==> config.mk <==
export PLATFORM = sky130hd
export DESIGN_NAME = frame_capture_sequencer
export DESIGN_NICKNAME = d
export VERILOG_FILES = /design/src/rtl/cam_seq_pkg.sv /design/src/rtl/sync_edge.sv /design/src/rtl/frame_capture_sequencer.sv
export SDC_FILE = /design/constraint.sdc
export NUM_CORES = 1
export LEC_CHECK = 0
export CAP_MARGIN = 10
export CORE_UTILIZATION = 48
export DETAILED_ROUTE_END_ITERATION = 12
export PLACE_DENSITY_LB_ADDON = 0.25
export SYNTH_ARGS = -nofsm -noshare
export SYNTH_HDL_FRONTEND = slang
export SYNTH_HIERARCHICAL = 1
export SYNTH_SLANG_ARGS = --single-unit
==> constraint.sdc <==
create_clock -name iCLK -period 2.3 [get_ports iCLK]
set_input_delay 0.46 -clock iCLK [delete_from_list [all_inputs] [get_ports iCLK]]
set_output_delay 0.46 -clock iCLK [all_outputs]
set_load 0.01 [all_outputs]
==> src/rtl/cam_seq_pkg.sv <==
// cam_seq_pkg: shared state encoding, geometry defaults and helpers for the frame capture sequencer
package cam_seq_pkg;

    localparam int PIXELS_DEF = 307200;
    localparam int IDX_W      = 19;

    typedef enum logic [2:0] {
        S_IDLE    = 3'd0,
        S_ARM     = 3'd1,
        S_CAPTURE = 3'd2,
        S_LOAD    = 3'd3,
        S_READ    = 3'd4,
        S_DONE    = 3'd5
    } state_t;

    typedef enum logic [1:0] {
        P_REQ,
        P_VALID,
        P_RELEASE
    } phase_t;

    // A frame request of zero still captures one frame.
    function automatic logic [3:0] frame_target(input logic [3:0] f);
        return (f == 4'd0) ? 4'd1 : f;
    endfunction

endpackage

==> src/rtl/sync_edge.sv <==
// sync_edge: 2-flop synchronizer with rise/fall pulses on the synchronized level
// Ports: clk, rst_n (async active-low), d (async input),
//        q (synchronized level), rise/fall (one-cycle edge pulses).
module sync_edge (
    input  logic clk,
    input  logic rst_n,
    input  logic d,
    output logic q,
    output logic rise,
    output logic fall
);

    logic s1, s2, s3;
    logic [2:0] v;

    always_ff @(posedge clk or negedge rst_n) begin
        if (!rst_n) begin
            s1 <= 1'b0;
            s2 <= 1'b0;
            s3 <= 1'b0;
            v  <= 3'b000;
        end else begin
            s1 <= d;
            s2 <= s1;
            s3 <= s2;
            v  <= {v[1:0], 1'b1};
        end
    end

    // Edges are suppressed until both compared samples come from the real
    // input, so a level already high at reset release never looks like a rise.
    assign q    = s2;
    assign rise = v[2] & s2 & ~s3;
    assign fall = v[2] & ~s2 & s3;

endmodule

==> src/rtl/frame_capture_sequencer.sv <==
// frame_capture_sequencer: arms on a start request, captures N camera frames, then hands pixels to the HPS one by one
// Ports: iCLK, iRST_N (async active-low); iSTART_REQ, iABORT, iFVAL (async), iFRAMES, iHPS_ACK;
//        oCAP_START/oCAP_END pulses to the capture unit, oRD_LOAD/oRD_REQ to the SDRAM read port,
//        oPIX_VALID/oPIX_INDEX to the HPS, status oFRAME_CNT, oSTATE, oBUSY, oDONE. All outputs registered.
module frame_capture_sequencer
    import cam_seq_pkg::*;
#(
    parameter int PIXELS      = PIXELS_DEF,
    parameter int LOAD_CYCLES = 4
) (
    input  logic             iCLK,
    input  logic             iRST_N,
    input  logic             iSTART_REQ,
    input  logic             iABORT,
    input  logic             iFVAL,
    input  logic [3:0]       iFRAMES,
    input  logic             iHPS_ACK,
    output logic             oCAP_START,
    output logic             oCAP_END,
    output logic             oRD_LOAD,
    output logic             oRD_REQ,
    output logic             oPIX_VALID,
    output logic [IDX_W-1:0] oPIX_INDEX,
    output logic [3:0]       oFRAME_CNT,
    output logic [2:0]       oSTATE,
    output logic             oBUSY,
    output logic             oDONE
);

    localparam int LW = (LOAD_CYCLES > 1) ? $clog2(LOAD_CYCLES) : 1;
    localparam logic [IDX_W-1:0] LAST = IDX_W'(PIXELS - 1);

    logic start_q, start_rise, start_fall;
    logic fval_q, fval_rise, fval_fall;
    logic unused_edges;

    sync_edge u_start (.clk(iCLK), .rst_n(iRST_N), .d(iSTART_REQ), .q(start_q), .rise(start_rise), .fall(start_fall));
    sync_edge u_fval  (.clk(iCLK), .rst_n(iRST_N), .d(iFVAL),      .q(fval_q),  .rise(fval_rise),  .fall(fval_fall));

    assign unused_edges = start_fall ^ fval_q;

    state_t           st, st_nx;
    phase_t           ph, ph_nx;
    logic [LW-1:0]    lc, lc_nx;
    logic             cap_start_nx, cap_end_nx, rd_load_nx, rd_req_nx, pix_valid_nx;
    logic [IDX_W-1:0] pix_nx;
    logic [3:0]       cnt_nx;

    always_ff @(posedge iCLK or negedge iRST_N) begin
        if (!iRST_N) begin
            st         <= S_IDLE;
            ph         <= P_REQ;
            lc         <= '0;
            oCAP_START <= 1'b0;
            oCAP_END   <= 1'b0;
            oRD_LOAD   <= 1'b0;
            oRD_REQ    <= 1'b0;
            oPIX_VALID <= 1'b0;
            oPIX_INDEX <= '0;
            oFRAME_CNT <= '0;
            oBUSY      <= 1'b0;
            oDONE      <= 1'b0;
        end else begin
            st         <= st_nx;
            ph         <= ph_nx;
            lc         <= lc_nx;
            oCAP_START <= cap_start_nx;
            oCAP_END   <= cap_end_nx;
            oRD_LOAD   <= rd_load_nx;
            oRD_REQ    <= rd_req_nx;
            oPIX_VALID <= pix_valid_nx;
            oPIX_INDEX <= pix_nx;
            oFRAME_CNT <= cnt_nx;
            oBUSY      <= st_nx inside {S_ARM, S_CAPTURE, S_LOAD, S_READ};
            oDONE      <= st_nx == S_DONE;
        end
    end

    assign oSTATE = st;

    always_comb begin
        st_nx        = st;
        ph_nx        = ph;
        lc_nx        = lc;
        cap_start_nx = 1'b0;
        cap_end_nx   = 1'b0;
        rd_load_nx   = oRD_LOAD;
        rd_req_nx    = 1'b0;
        pix_valid_nx = oPIX_VALID;
        pix_nx       = oPIX_INDEX;
        cnt_nx       = oFRAME_CNT;
        if (iABORT) begin
            st_nx        = S_IDLE;
            cap_end_nx   = (st == S_ARM) || (st == S_CAPTURE);
            rd_load_nx   = 1'b0;
            pix_valid_nx = 1'b0;
        end else begin
            case (st)
                S_IDLE: if (start_rise) begin
                    st_nx  = S_ARM;
                    cnt_nx = '0;
                end
                S_ARM: if (fval_rise) begin
                    st_nx        = S_CAPTURE;
                    cap_start_nx = 1'b1;
                end
                S_CAPTURE: if (fval_fall) begin
                    cnt_nx = oFRAME_CNT + 4'd1;
                    if (cnt_nx >= frame_target(iFRAMES)) begin
                        st_nx      = S_LOAD;
                        cap_end_nx = 1'b1;
                        rd_load_nx = 1'b1;
                        lc_nx      = '0;
                    end
                end
                // oRD_LOAD rises on entry, so LOAD_CYCLES-1 further cycles complete the pulse.
                S_LOAD: if (lc == LW'(LOAD_CYCLES - 1)) begin
                    st_nx      = S_READ;
                    rd_load_nx = 1'b0;
                    pix_nx     = '0;
                    rd_req_nx  = 1'b1;
                    ph_nx      = P_REQ;
                end else begin
                    lc_nx = lc + 1'b1;
                end
                S_READ: case (ph)
                    P_REQ: begin
                        ph_nx        = P_VALID;
                        pix_valid_nx = 1'b1;
                    end
                    P_VALID: if (iHPS_ACK) begin
                        ph_nx        = P_RELEASE;
                        pix_valid_nx = 1'b0;
                    end
                    P_RELEASE: if (!iHPS_ACK) begin
                        if (oPIX_INDEX == LAST) begin
                            st_nx = S_DONE;
                        end else begin
                            pix_nx    = oPIX_INDEX + 1'b1;
                            rd_req_nx = 1'b1;
                            ph_nx     = P_REQ;
                        end
                    end
                    default: ph_nx = P_REQ;
                endcase
                S_DONE: if (!start_q) st_nx = S_IDLE;
                default: st_nx = S_IDLE;
            endcase
        end
    end

endmodule

# After elaboration in Yosys (flattened, before gate mapping)
# Index checks and enable logic that the tools add are counted.
totals:
  output_inout_bits: 33
  register_bits: 49
  latch_bits: 0
  inputBits: 10
  elab_cells: 132
  mem_bits_ro: 0
  memories: 0
  ramBits: 0
op_classes:
  add_sub_neg: 3
  n_bitwise: 10
  eq_ne: 29
  multipliers: 0
  shift: 0
  n_div: 0
  reduce_logical: 17
  muxes: 52
  magnitude_cmp: 1
ops:
  columns: ["operator", "count"]
  rows:
  - ["19-bit two-way mux", 4]
  - ["19-bit one-hot mux with 2 select lines", 1]
  - ["3-bit two-way mux", 10]
  - ["19-bit by 1-bit adder with 19-bit output, second input constant", 1]
  - ["19-bit equality test, second input constant", 1]
  - ["1-bit two-way mux", 19]
  - ["3-bit inequality test, second input constant", 6]
  - ["3-bit one-hot mux with 6 select lines", 1]
  - ["2-bit two-way mux", 7]
  - ["2-bit inequality test, second input constant", 7]
  - ["3-bit by 2-bit equality test with 1-bit output, second input constant", 4]
  - ["3-bit equality test, second input constant", 4]
  - ["4-bit two-way mux", 3]
  - ["6-bit AND reduction", 2]
  - ["2-bit one-hot mux with 2 select lines", 2]
  - ["4-bit one-hot mux with 2 select lines", 1]
  - ["4-bit AND reduction", 2]
  - ["2-bit nonzero test", 4]
  - ["1-bit bitwise AND", 6]
  - ["3-bit by 1-bit equality test with 1-bit output, second input constant", 2]
  - ["1-bit one-hot mux with 2 select lines", 3]
  - ["2-bit one-hot mux with 3 select lines", 1]
  - ["3-bit nonzero test", 2]
  - ["5-bit AND reduction", 1]
  - ["other kinds (14)", 18]

# Longest topological paths before layout
# Gate-level depths: netlist of run 1.
depth:
  word_depth: 9
  mapped_depth: 8
  ltp_nobuf: 8

# By module
# Netlist of run 1, hierarchy kept.
modules_own_cells:
  columns: ["mod", "cells_each", "area_each_um2", "seq_area_each_um2", "instances"]
  rows:
  - ["frame_capture_sequencer", 237, 2160.8, 925.9, 1]
  - ["sync_edge", 9, 171.4, 150.1, 2]

# Worst setup path after synthesis of run 1
# OpenSTA, ideal clock, no wires.
synth_path:
  path_type: "register -> register"
  from: "register oFRAME_CNT[0]"
  to: "register oDONE"
  n_path_buf: 0
  stages_incl_launch_ff: 8
  setup_slack_ns: 0.028
  t_arrival_ns: 2.153
  t_required_ns: 2.181
  synth_period_minus_slack_ns: 2.272
  setup_time_ns: 0.119
  cell_sequence: "dfrtp_1 ha_1 ha_1 nor2b_1 o211a_1 o311ai_0 nand3_1 and2_1"
synth_between:
  elab_chain_len: 7
synth_rtl:
  columns: ["element", "line_no", "text"]
  rows:
  - ["from (decl)", "frame_capture_sequencer.sv:24", "output logic [3:0] oFRAME_CNT,"]
  - ["from (signal assigned)", "frame_capture_sequencer.sv:73", "oFRAME_CNT <= cnt_nx;"]
  - ["4-bit by 1-bit adder with 4-bit output", "frame_capture_sequencer.sv:108", "cnt_nx = oFRAME_CNT + 4'd1;"]
  - ["4-bit >= comparator", "frame_capture_sequencer.sv:109", "if (cnt_nx >= frame_target(iFRAMES)) begin"]
  - ["3-bit two-way mux", "frame_capture_sequencer.sv:109", null]
  - ["3-bit two-way mux", "frame_capture_sequencer.sv:107", "S_CAPTURE: if (fval_fall) begin"]
  - ["3-bit one-hot mux with 6 select lines", "frame_capture_sequencer.sv:98", "case (st)"]
  - ["3-bit two-way mux", "frame_capture_sequencer.sv:92", "if (iABORT) begin"]
  - ["3-bit equality test", "frame_capture_sequencer.sv:75", "oDONE <= st_nx == S_DONE;"]
  - ["to (signal assigned)", "frame_capture_sequencer.sv:62", "oDONE <= 1'b0;"]
  - ["to (signal assigned)", "frame_capture_sequencer.sv:75", null]
  - ["to (decl)", "frame_capture_sequencer.sv:27", "output logic oDONE"]
# No other way between the ends.
# A chain may end at the register's enable or synchronous reset.

# Worst setup path after layout of run 1
layout_path:
  from: "register oFRAME_CNT[0]"
  to: "register oBUSY"
layout_between:
  elab_chain_len: 8
  word_cells_on_any_way: 11
  cone_classes: "add/sub: 1; order compare: 1; eq/ne: 4; mux: 4; reduce/logical: 1"
layout_rtl:
  columns: ["element", "line_no", "text"]
  rows:
  - ["4-bit by 1-bit adder with 4-bit output *", "frame_capture_sequencer.sv:108", null]
  - ["4-bit >= comparator *", "frame_capture_sequencer.sv:109", null]
  - ["3-bit two-way mux *", "frame_capture_sequencer.sv:109", null]
  - ["3-bit two-way mux *", "frame_capture_sequencer.sv:107", null]
  - ["3-bit one-hot mux with 6 select lines *", "frame_capture_sequencer.sv:98", null]
  - ["3-bit two-way mux *", "frame_capture_sequencer.sv:92", null]
  - ["3-bit by 1-bit equality test with 1-bit output (tied with other cells)", "frame_capture_sequencer.sv:74", "oBUSY <= st_nx inside {S_ARM, S_CAPTURE, S_LOAD, S_READ};"]
  - ["4-bit nonzero test *", "frame_capture_sequencer.sv:74", null]
  - ["to (signal assigned)", "frame_capture_sequencer.sv:74", null]
  - ["to (decl)", "frame_capture_sequencer.sv:26", "output logic oBUSY,"]
# Mark *: on every way between the ends. The rest lies on a longest branch, timed or not.

==> results.yml, run 1 <==
placed_design:
  place_ws_ns: -0.194
  dpl.hpwl_mm: 3.94
  place_congestion: 0.788
  port_buffers: 42
power_and_ir_drop:
  peakVddDrop_uv: 364
  totalPowerFinal_mw: 1.58
  leakage_nw: 1.43
  p_per_area_nw_per_um2: 483
routing:
  top_layer_used: "met4"
  drtIter0Drc: 126
  vias: 2174
  met2_length_mm: 2.42
  vias_per_cell: 5.55
  finalWirelength_mm: 5.45
  wl_met3_microns: 280
  wl_met1_mm: 2.70
  dr.pass1.iters: 4
  ant_nets: 0
  drc: 0
  avgRoutedWirePerCell_microns: 13.9
logic_synthesis:
  syn_nets: 271
  synth_area_sq_um: 2490
  ys_warn_count: 6
  syn-mean-instance-area_sq_um: 9.82
  synthCells: 254
die:
  io_pins: 43
  rows: 25
  coreArea_sq_um: 4850
  die_w_microns: 74.1
  start_util: 0.515
  die-height_microns: 74.1
  dieArea_sq_um: 5490
sta:
  hold_viol: 0
  rsz0062_at_grt: "no"
  maxSlewHeadroom: 0.594
  final-setup-viol-count: 0
  tightestPinTransition_ns: 0.609
  final.setup.tns_ns: 0
  period_needed_ns: 2.17
  setup_slack_ns: 0.127
  fmax_mhz: 460
  slew_violations: 0
  period_share: 0.945
  skew_ns: 0.00861
  hold_ws_ns: 0.249
setup_path:
  crit-reg2reg-launch: "oFRAME_CNT[0]$_DFFE_PN0P_"
  path_max_fanout: 3
  r2r_slack_ns: 0.13
  end_kind: "flop"
  regToRegEndpoint: "oBUSY$_DFF_PN0_"
  start_kind: "flop"
  required_ns: 2.52
  reg2reg_depth: 8
  critPathKind: "flop to flop"
  worstPathArrival_ns: 2.40
cts:
  cts_hold_buf: 0
  clk_pin_slew_worst_paths_ns: 0.09
  clkLatencyLatePin_ns: 0.30
  cts_tree: "done"
  cts_made_buffers: 5
  h-tree-depth: 2
  cts_root_buf: "clkbuf_8"
  cts.sinks: 49
  clock_path_buffers: 2
cells_and_area:
  diodes: 0
  drive_gt1_frac: 0.154
  multi_input_area_sq_um: 1180
  syn_to_final_growth_pct: 30.9
  fillCellCount: 388
  final_common_cell: "dfrtp_1"
  nets: 341
  final_cell_mix: "48 x dfrtp_1, 41 x clkdlybuf4s50_1, 31 x buf_4, 18 x nand2_1, 18 x nor2_1"
  seqCellArea_sq_um: 1230
run:
  drv_cap: 0
worst_hold_path:
  hp-class: "input port to async pin"
outcome:
  status: "completed"
grt:
  grt_usage: 0.212
  antenna_found_initial: 0
  grt_pass1_wl_mm: 8.91
  grt_max_degree: 50
  grt_pass1_vias: 1907
  overflow: 0
## flip-flops by register name (all words and copies together), names as in the netlist, 2 cells and up
| register | cells |
|---|---|
| lc | 2 |
| oFRAME_CNT | 4 |
| oPIX_INDEX | 19 |
| oSTATE | 3 |
| ph | 2 |
| u_fval/v | 3 |
| u_start/v | 3 |
## cell type report
| cell class | instances | area share |
|---|---|---|
| Sequential cell | 49 | 0.376 |
| Tap cell | 67 | 0.0257 |
| Clock buffer | 5 | 0.0211 |
| Inverter | 10 | 0.0115 |
| Clock inverter | 3 | 0.00536 |
| Multi-Input combinational cell | 185 | 0.362 |
| Timing Repair Buffer | 73 | 0.198 |
## how the worst max path moves through the flow
stage | start | to | slack, ns
4_1_cts | oFRAME_CNT[0]$_DFFE_PN0P_ | oBUSY$_DFF_PN0_ | 0.05
5_1_grt | oFRAME_CNT[0]$_DFFE_PN0P_ | oBUSY$_DFF_PN0_ | 0.008
2_1_floorplan | oFRAME_CNT[0]$_DFFE_PN0P_ | oDONE$_DFF_PN0_ | 0.03
3_5_place_dp | iFRAMES[2] | oDONE$_DFF_PN0_ | -0.19
3_3_place_gp | iFRAMES[2] | oDONE$_DFF_PN0_ | -0.18
6_report | oFRAME_CNT[0]$_DFFE_PN0P_ | oBUSY$_DFF_PN0_ | 0.13
## worst max-delay path, cell delays in order (launching register included)
cell and delay (ns):
dfrtp_1 0.40, ha_1 0.33, ha_1 0.31, nor2b_1 0.13, o211a_1 0.21, o311ai_1 0.26
buf_4 0.17, nand3_1 0.09, a22oi_1 0.19
## power by group
group          switching [mW]  leakage [nW]  internal (mW)  total (mW)
Clock                   0.286        0.0439          0.210       0.496
Sequential             0.0251         0.615          0.892       0.917
Combinational          0.0813         0.773         0.0819       0.163
## per-stage QoR
| stage | std cells | utilization | area (sq um) |
|---|---|---|---|
| 6_report | 392 | 0.674 | 3270 |
| 5_1_grt | 392 | 0.674 | 3270 |
| 4_1_cts | 391 | 0.672 | 3260 |
| 2_1_floorplan | 254 | - | 2490 |
| 3_5_place_dp | 383 | 0.654 | 3170 |
| 3_3_place_gp | 383 | 0.654 | 3170 |
## routing by layer
| metal | vias up | GRT usage |
|---|---|---|
| met2 | 56 | 0.317 |
| met3 | 6 | 0.0379 |
| li1 | 1063 | - |
| met5 | - | 0 |
| met4 | 0 | 0.0577 |
| met1 | 1049 | 0.316 |
## what timing repair did
| action | CTS | global route |
|---|---|---|
| setup endpoints to repair | 0 | 6 |
| buffers inserted | 0 | 1 |
| gates resized for setup | 0 | 2 |
Power figures use the tool's default switching activity.
==> inputs of run 2 (changes only) <==
CORE_UTILIZATION = 45   (was 48)
==> run 2 against run 1 <==
  * Critical path depth up 2
  * Die area up 6.5%
  * Global-route usage down 0.59 points
  * Critical path type is now input port to flop
  * Maximum frequency down 1.5%
  * Count of clock-buffer cells in the layout up 1
  * Non-clock buffer count up 2
  * Combinational power up 6%
  * Clock skew down 0.0034 ns
  * Register-to-register slack better by 0.02 ns
  * Via count down 0.78%
  * Wire length up 4.5%
  * First-iteration DRC count up 32%
==> results.yml, run 2 (same netlist as run 1, synthesis figures left out) <==
setup_path:
  end_kind: "flop"
  slowest_stage: "clkdlybuf4s50_1"
  required_ns: 2.51
  path_max_fanout: 3
  path_buf_inv: 3
  slowest_delay_ns: 0.45
  critical-path-top-delay-family: "compound AO/OA/AOI/OAI gates"
  worstPathArrival_ns: 2.42
  worstPathCellList: "clkdlybuf4s50_1, inv_1, a31o_2, ha_1, a31oi_1, nor2b_1, o311ai_2, buf_4, nand3_2, a22oi_2"
  critPathKind: "input port to flop"
  start_kind: "input port"
routing:
  drtIter0Drc: 166
  drc: 0
  dr.pass1.iters: 5
  vias: 2157
  vias_per_cell: 5.43
  ant_nets: 0
  avgRoutedWirePerCell_microns: 14.3
  finalWirelength_mm: 5.70
die:
  die_w_microns: 76.5
  die-height_microns: 76.5
  coreArea_sq_um: 5240
  rows: 26
  start_util: 0.476
  io_pins: 43
  dieArea_sq_um: 5850
cells_and_area:
  fillCellCount: 433
  reg_top3: "oPIX_INDEX x19, oFRAME_CNT x4"
  multi_input_area_sq_um: 1210
  final_common_cell: "dfrtp_1"
  largest_reg_flops: 19
  top_register: "oPIX_INDEX"
  drive_gt1_frac: 0.174
  diodes: 0
  seqCellArea_sq_um: 1230
  syn_to_final_growth_pct: 33.4
  final_cell_area_sq_um: 3330
  final_cell_mix: "49 x dfrtp_1, 39 x clkdlybuf4s50_1, 32 x buf_4, 18 x nand2_1, 18 x nor2_1"
  nets: 343
cts:
  cts.sinks: 49
  clk_pin_slew_worst_paths_ns: 0.09
  clock_path_buffers: 2
  cts_hold_buf: 0
  cts_root_buf: "clkbuf_8"
  cts_made_buffers: 5
  cts_tree: "done"
  h-tree-depth: 2
  clkLatencyLatePin_ns: 0.29
power_and_ir_drop:
  pwr-share-clk: 0.311
  p_int_mw: 1.19
  p_per_area_nw_per_um2: 476
  peakVddDrop_uv: 283
  comb_power_share: 0.109
  power.switching_uw: 391
  seqPwrFrac: 0.579
  leakage_nw: 1.45
  switching_share: 0.247
run:
  drv_cap: 0
outcome:
  status: "completed"
sta:
  final-setup-viol-count: 0
  slew_violations: 0
  period_share: 0.959
  skew_ns: 0.00525
  fmax_mhz: 453
  final.setup.tns_ns: 0
  tightestPinTransition_ns: 0.548
  rsz0062_at_grt: "no"
  setup_slack_ns: 0.0943
  hold_viol: 0
  maxSlewHeadroom: 0.631
  period_needed_ns: 2.21
worst_hold_path:
  hp-class: "input port to async pin"
grt:
  grt_usage: 0.206
  grt_max_degree: 27
  grt_pass1_wl_mm: 9.64
  overflow: 0
  grt_pass1_vias: 2045
  antenna_found_initial: 0
placed_design:
  dpl_cell_area_sq_um: 3180
  place_ws_ns: -0.327
  port_buffers: 42
  place_congestion: 0.819
  dpl.hpwl_mm: 4.24
## run 2: cell count changes in the layout (fill, tap and decap cells not counted), sizes merged
cell	previous run	this run
clkinv	2	0
dlymetal6s2s	0	2
buf	32	34
clkinvlp	1	2
clkbuf	5	6
clkdlybuf4s50	41	39
## run 2: power by group through the flow
stage                     Clock (mW)  Combinational [mW]  Sequential [mW]
after global routing           0.547               0.191            0.923
after CTS                      0.512               0.173            0.917
after floorplan                    0              0.0623            0.939
final                          0.493               0.173            0.918
after global placement             0               0.167            0.933
after detailed placement           0               0.172            0.934
## run 2: repair_timing
| action | CTS | global route |
|---|---|---|
| endpoints found under the setup margin | 2 | 5 |
| setup buffers | 0 | 4 |
| gates resized for setup | 1 | 10 |
| pin swaps | 0 | 4 |
## run 2: worst paths after layout
kind / slack (ns) / cells past startpoint / from / to
min in group iCLK: 0.35 / 0 / u_start/v[1]$_DFF_PN0_ / u_start/v[2]$_DFF_PN0_
max: 0.09 / 10 / iFRAMES[1] / oBUSY$_DFF_PN0_
max reg2reg: 0.15 / 9 / oFRAME_CNT[0]$_DFFE_PN0P_ / oBUSY$_DFF_PN0_
max in group asynchronous: 1.64 / 2 / iRST_N / oSTATE[0]$_DFF_PN0_
min reg2reg: 0.35 / 0 / u_start/v[1]$_DFF_PN0_ / u_start/v[2]$_DFF_PN0_
min: 0.14 / 1 / iRST_N / oFRAME_CNT[1]$_DFFE_PN0P_
## run 2: per-layer routing
metal,global-route usage,vias to the layer above,part of all wire
li1,-,1067,-
met1,0.273,1023,0.46
met2,0.343,62,0.49
met3,0.0335,5,0.040
met4,0.0673,0,0.0090
met5,0,-,0
## run 2: layout make-up
class | instances | area share
sequential | 49 | 0.369
multi-input combinational | 185 | 0.363
timing repair buffer | 75 | 0.205
tap | 70 | 0.0263
clock buffer | 6 | 0.0218
inverter | 10 | 0.0113
clock inverter | 2 | 0.00451
## run 2: through the flow
stage / cells / utilization / hold slack, ns / total power [mW]
2_1_floorplan: 254 / - / 0.164 / 1.00
3_3_place_gp: 385 / 0.607 / 0.333 / 1.10
3_5_place_dp: 385 / 0.607 / 0.335 / 1.11
4_1_cts: 393 / 0.624 / 0.156 / 1.60
5_1_grt: 397 / 0.635 / 0.175 / 1.66
6_report: 397 / 0.635 / 0.140 / 1.58
==> inputs of run 3 (changes only) <==
CORE_UTILIZATION = 35   (was 45)
clock period = 2.7 ns   (was 2.3 ns; I/O delays follow)
==> run 3 against run 2 <==
  * Sequential power fell by 15%
  * Cell area fell by 3.7%
  * Non-clock buffer count fell by 18
  * Critical endpoint is now oPIX_INDEX[6]$_DFFE_PN0P_
  * Via count fell by 4.4%
  * Sequential cell count did not move
  * Largest power group unchanged
  * Count of clock-buffer cells in the layout did not move
==> results.yml, run 3 (same netlist as run 1, synthesis figures left out) <==
cts:
  clk_pin_slew_worst_paths_ns: 0.09
  clock_path_buffers: 2
  post-cts-setup-buffers: 0
  cts_root_buf: "clkbuf_8"
  clkLatencyLatePin_ns: 0.30
  cts_tree: "done"
  cts.sinks: 49
  h-tree-depth: 2
  cts_hold_buf: 0
  cts_resized: 0
  cts_made_buffers: 5
routing:
  finalWirelength_mm: 5.57
  vias: 2062
  avgRoutedWirePerCell_microns: 13.7
  dr.pass1.iters: 4
  drtIter0Drc: 143
  vias_per_cell: 5.09
  drc: 0
  ant_nets: 0
sta:
  tightestPinTransition_ns: 0.583
  skew_ns: 0.00627
  period_needed_ns: 2.46
  fmax_mhz: 407
  final.setup.tns_ns: 0
  period_share: 0.911
  hold_viol: 0
  rsz0062_at_grt: "no"
  final-setup-viol-count: 0
  maxSlewHeadroom: 0.612
  slew_violations: 0
grt:
  overflow: 0
  antenna_found_initial: 0
  grt_max_degree: 27
  grt_usage: 0.168
  grt_pass1_wl_mm: 9.96
  grt_pass1_vias: 2051
setup_path:
  reg2reg_depth: 7
  worstPathArrival_ns: 2.64
  path_max_fanout: 14
  start_kind: "flop"
  critPathKind: "flop to flop"
  end_kind: "flop"
  required_ns: 2.88
cells_and_area:
  largest_reg_flops: 19
  drive_gt1_frac: 0.107
  multi_input_area_sq_um: 1180
  final_cell_mix: "49 x dfrtp_1, 41 x clkdlybuf4s50_1, 18 x nand2_1, 18 x nor2_1, 15 x o21ai_0"
  syn_to_final_growth_pct: 28.4
  final_common_cell: "dfrtp_1"
  top_register: "oPIX_INDEX"
  final_cell_area_sq_um: 3200
  diodes: 0
  fillCellCount: 666
  reg_top3: "oPIX_INDEX x19, oFRAME_CNT x4"
  nets: 325
  seqCellArea_sq_um: 1230
power_and_ir_drop:
  p_int_mw: 1.04
  comb_power_share: 0.098
  switching_share: 0.248
  pwr-share-clk: 0.333
  power.switching_uw: 342
  peakVddDrop_uv: 206
  seqPwrFrac: 0.569
  p_per_area_nw_per_um2: 430
  leakage_nw: 1.36
die:
  die_w_microns: 86.4
  io_pins: 43
  start_util: 0.365
  die-height_microns: 86.4
  dieArea_sq_um: 7470
  coreArea_sq_um: 6830
  rows: 30
worst_hold_path:
  hp-class: "input port to async pin"
placed_design:
  dpl_cell_area_sq_um: 3110
  dpl.hpwl_mm: 3.91
  place_congestion: 0.796
  port_buffers: 42
outcome:
  status: "completed"
run:
  drv_cap: 0
==> run 3: changes by cell type in the layout (fill, tap and decap cells not counted), sizes merged <==
cell,delta
buf,-18
clkdlybuf4s50,+2
clkinv,+2
clkinvlp,-2
dlymetal6s2s,-2
==> run 3: layer usage <==
| metal | share of wire | GRT usage | up-vias |
|---|---|---|---|
| met1 | 0.52 | 0.254 | 981 |
| met2 | 0.44 | 0.248 | 46 |
| met5 | 0 | 0 | - |
| met3 | 0.035 | 0.0286 | 2 |
| li1 | - | - | 1033 |
| met4 | 0.0074 | 0.0455 | 0 |
==> run 3: worst max-delay path, cell delays in order (launching register included) <==
cell and delay [ns]:
dfrtp_1 0.44, ha_1 0.24, nand3_1 0.22, nor4_1 0.51, and3_1 0.46, buf_4 0.27
or4_1 0.13, a21oi_1 0.06
==> run 3: power groups by stage <==
stage	registers, mW	logic [mW]	clock network [mW]
2_1_floorplan	0.800	0.0531	0
6_report	0.783	0.135	0.458
3_5_place_dp	0.797	0.137	0
3_3_place_gp	0.797	0.134	0
5_1_grt	0.788	0.151	0.505
4_1_cts	0.783	0.137	0.477
==> run 3: through the flow <==
stage / instances / util / setup WS [ns] / total power, mW / hold WS (ns)
after floorplan: 254 / - / 0.428 / 0.853 / 0.244
after global placement: 397 / 0.455 / 0.129 / 0.931 / 0.331
after detailed placement: 397 / 0.455 / 0.102 / 0.934 / 0.335
after CTS: 405 / 0.469 / 0.287 / 1.40 / 0.238
after global routing: 405 / 0.469 / 0.00675 / 1.44 / 0.254
final: 405 / 0.469 / 0.241 / 1.38 / 0.226
==> run 3: layout make-up <==
class,count,area share
clock buffers,6,0.0258
clock inverters,2,0.00430
flip-flops and latches,49,0.383
inverters,10,0.0117
multi-input cells,185,0.369
well taps,96,0.0375
repair buffers,57,0.169
==> run 3: path summary, 6_finish.rpt <==
check	endpoint	slack, ns	from
worst max-delay path	oPIX_INDEX[6]$_DFFE_PN0P_	0.24	oPIX_INDEX[0]$_DFFE_PN0P_
worst max register to register	oPIX_INDEX[6]$_DFFE_PN0P_	0.24	oPIX_INDEX[0]$_DFFE_PN0P_
worst min register to register	u_start/v[1]$_DFF_PN0_	0.35	u_start/v[0]$_DFF_PN0_
min in group iCLK	u_start/v[1]$_DFF_PN0_	0.35	u_start/v[0]$_DFF_PN0_
worst min-delay path	oPIX_INDEX[7]$_DFFE_PN0P_	0.23	iRST_N
max in group asynchronous	u_fval/s3$_DFF_PN0_	1.93	iRST_N
==> RTL change (config.mk and constraints of run 2) <==
Change the parameter `LOAD_CYCLES` from 4 to 16.
--- a/src/rtl/frame_capture_sequencer.sv
+++ b/src/rtl/frame_capture_sequencer.sv
@@ -8,3 +8,3 @@
     parameter int PIXELS      = PIXELS_DEF,
-    parameter int LOAD_CYCLES = 4
+    parameter int LOAD_CYCLES = 16
 ) (
Behaviour: no difference found for any inputs over 10 cycles, from zero or initial values and one cycle with iRST_N low; that may be too few to reach the edited logic, so the function may still have changed.
==> RTL change against run 2 <==
Sequential cell count grew 2; synthesized area grew 2.9%; clock power grew 12%; register-to-register slack lost 0.08 ns; non-clock buffer count shrank 7; worst setup slack lost 0.040 ns; cell area grew 4.2%; sequential share of layout area is essentially flat; worst hold slack lost 0.0076 ns; utilization shrank 0.54 points; total power grew 4.6%; first-iteration DRC count shrank 37%; count of clock-buffer cells in the layout shrank 1; routed wire length shrank 0.35%; critical endpoint unchanged; largest power group unchanged.
==> RTL change: results (changes against run 2) <==
* Static Leak at 1.47 nW (+0.88%)
* Inverters at 9 (-1)
* Max incr delay on CP at 0.34 ns (-0.11 ns)
* Final-layout clock buffer total at 5 (-1)
* WP data arrival at 2.46 ns (+0.04 ns)
* Total track usage at 20.5% (-0.066 points)
* Placed cells at 395 (+2.6%)
* Worst Clk Skew at 0.00892 ns (+0.00367 ns)
* Setup Slack @ Placement at -0.574 ns (-0.247 ns)
* Crit-path slowest cell: a2111oi_4
* Area post-placement at 3320 um2 (+4.4%)
* Largest regs: oPIX_INDEX (19), lc (4), oFRAME_CNT (4)
* Post_cts resized at 3 (+2)
* Post-DP HPWL at 4.08 mm (-3.9%)
* Syn nets at 282 (+4.1%)
* YS warnings at 6 (unchanged)
* Vias at 2192 (+1.6%)
* Non-clock buffer share at 18.0% (-2.5 points)
* Final Util at 63.0% (-0.54 points)
* Clock transition at the registers of the reported paths at 0.11 ns (+0.02 ns)
* Initial DRT Pass Iterations at 4 (-1)
* Sink Count at 51 (+4.1%)
* Starting DRT DRC Count at 105 (-37%)
* Comb_multi_in at 198 (+7.0%)
* Worst-path fanout max at 2 (-1)
* Fill cells at 482 (+11%)
* Metal-1 WL at 2.77 mm (+5.1%)
* Clock root buffer: clkbuf_8
* Global-route wire length before repair at 9.66 mm (+0.22%)
* Share of cells above drive strength 1 at 18.0% (+0.53 points)
* Relative slew slack at 52.0% (-11 points)
* Die span in x at 77.5 um (+1.4%)
* Mapped Avg Cell Area at 9.68 um2 (-1.4%)
* Multi-input logic portion of the cell area at 38.5% (+2.2 points)
* CTS H-tree depth at 2 (unchanged)
* Routed wire length at 5.68 mm (-0.35%)
* Finished Layout Cells at 406 (+2.3%)
* Skew-Pair Late Insertion Delay at 0.32 ns (+0.03 ns)
* Met2 wire len at 2.58 mm (-7.3%)
* Routed wl met3 at 277 um (+21%)
* Sequential cell area at 1280 um2 (+4.3%)
* Max VDD drop at 374 uV (+32%)
* Status: completed
* ClkCell Share at 2.74% (+0.11 points)
[RTL change: worst paths after layout]
path,slack (ns),to,cells after the start,start
setup / recovery,0.05,oBUSY,10,iFRAMES[2]
hold / removal,0.13,oFRAME_CNT[2],1,iRST_N
setup reg to reg,0.07,oBUSY,8,oFRAME_CNT[0]
hold reg to reg,0.36,u_fval/q,0,u_fval/s1
max in group asynchronous,1.61,oPIX_INDEX[9],2,iRST_N
min in group iCLK,0.36,u_fval/q,0,u_fval/s1
[RTL change: per-layer routing]
layer,vias up,track usage (%)
li1,1072,-
met5,-,0
met4,0,6.23
met3,5,4.47
met2,60,31.9
met1,1055,28.6
[RTL change: power by group]
part | switching, mW | internal [mW] | leakage, nW
logic | 0.0763 | 0.0813 | 0.766
registers | 0.0220 | 0.923 | 0.652
clock network | 0.330 | 0.224 | 0.0491
total | 0.428 | 1.23 | 1.47
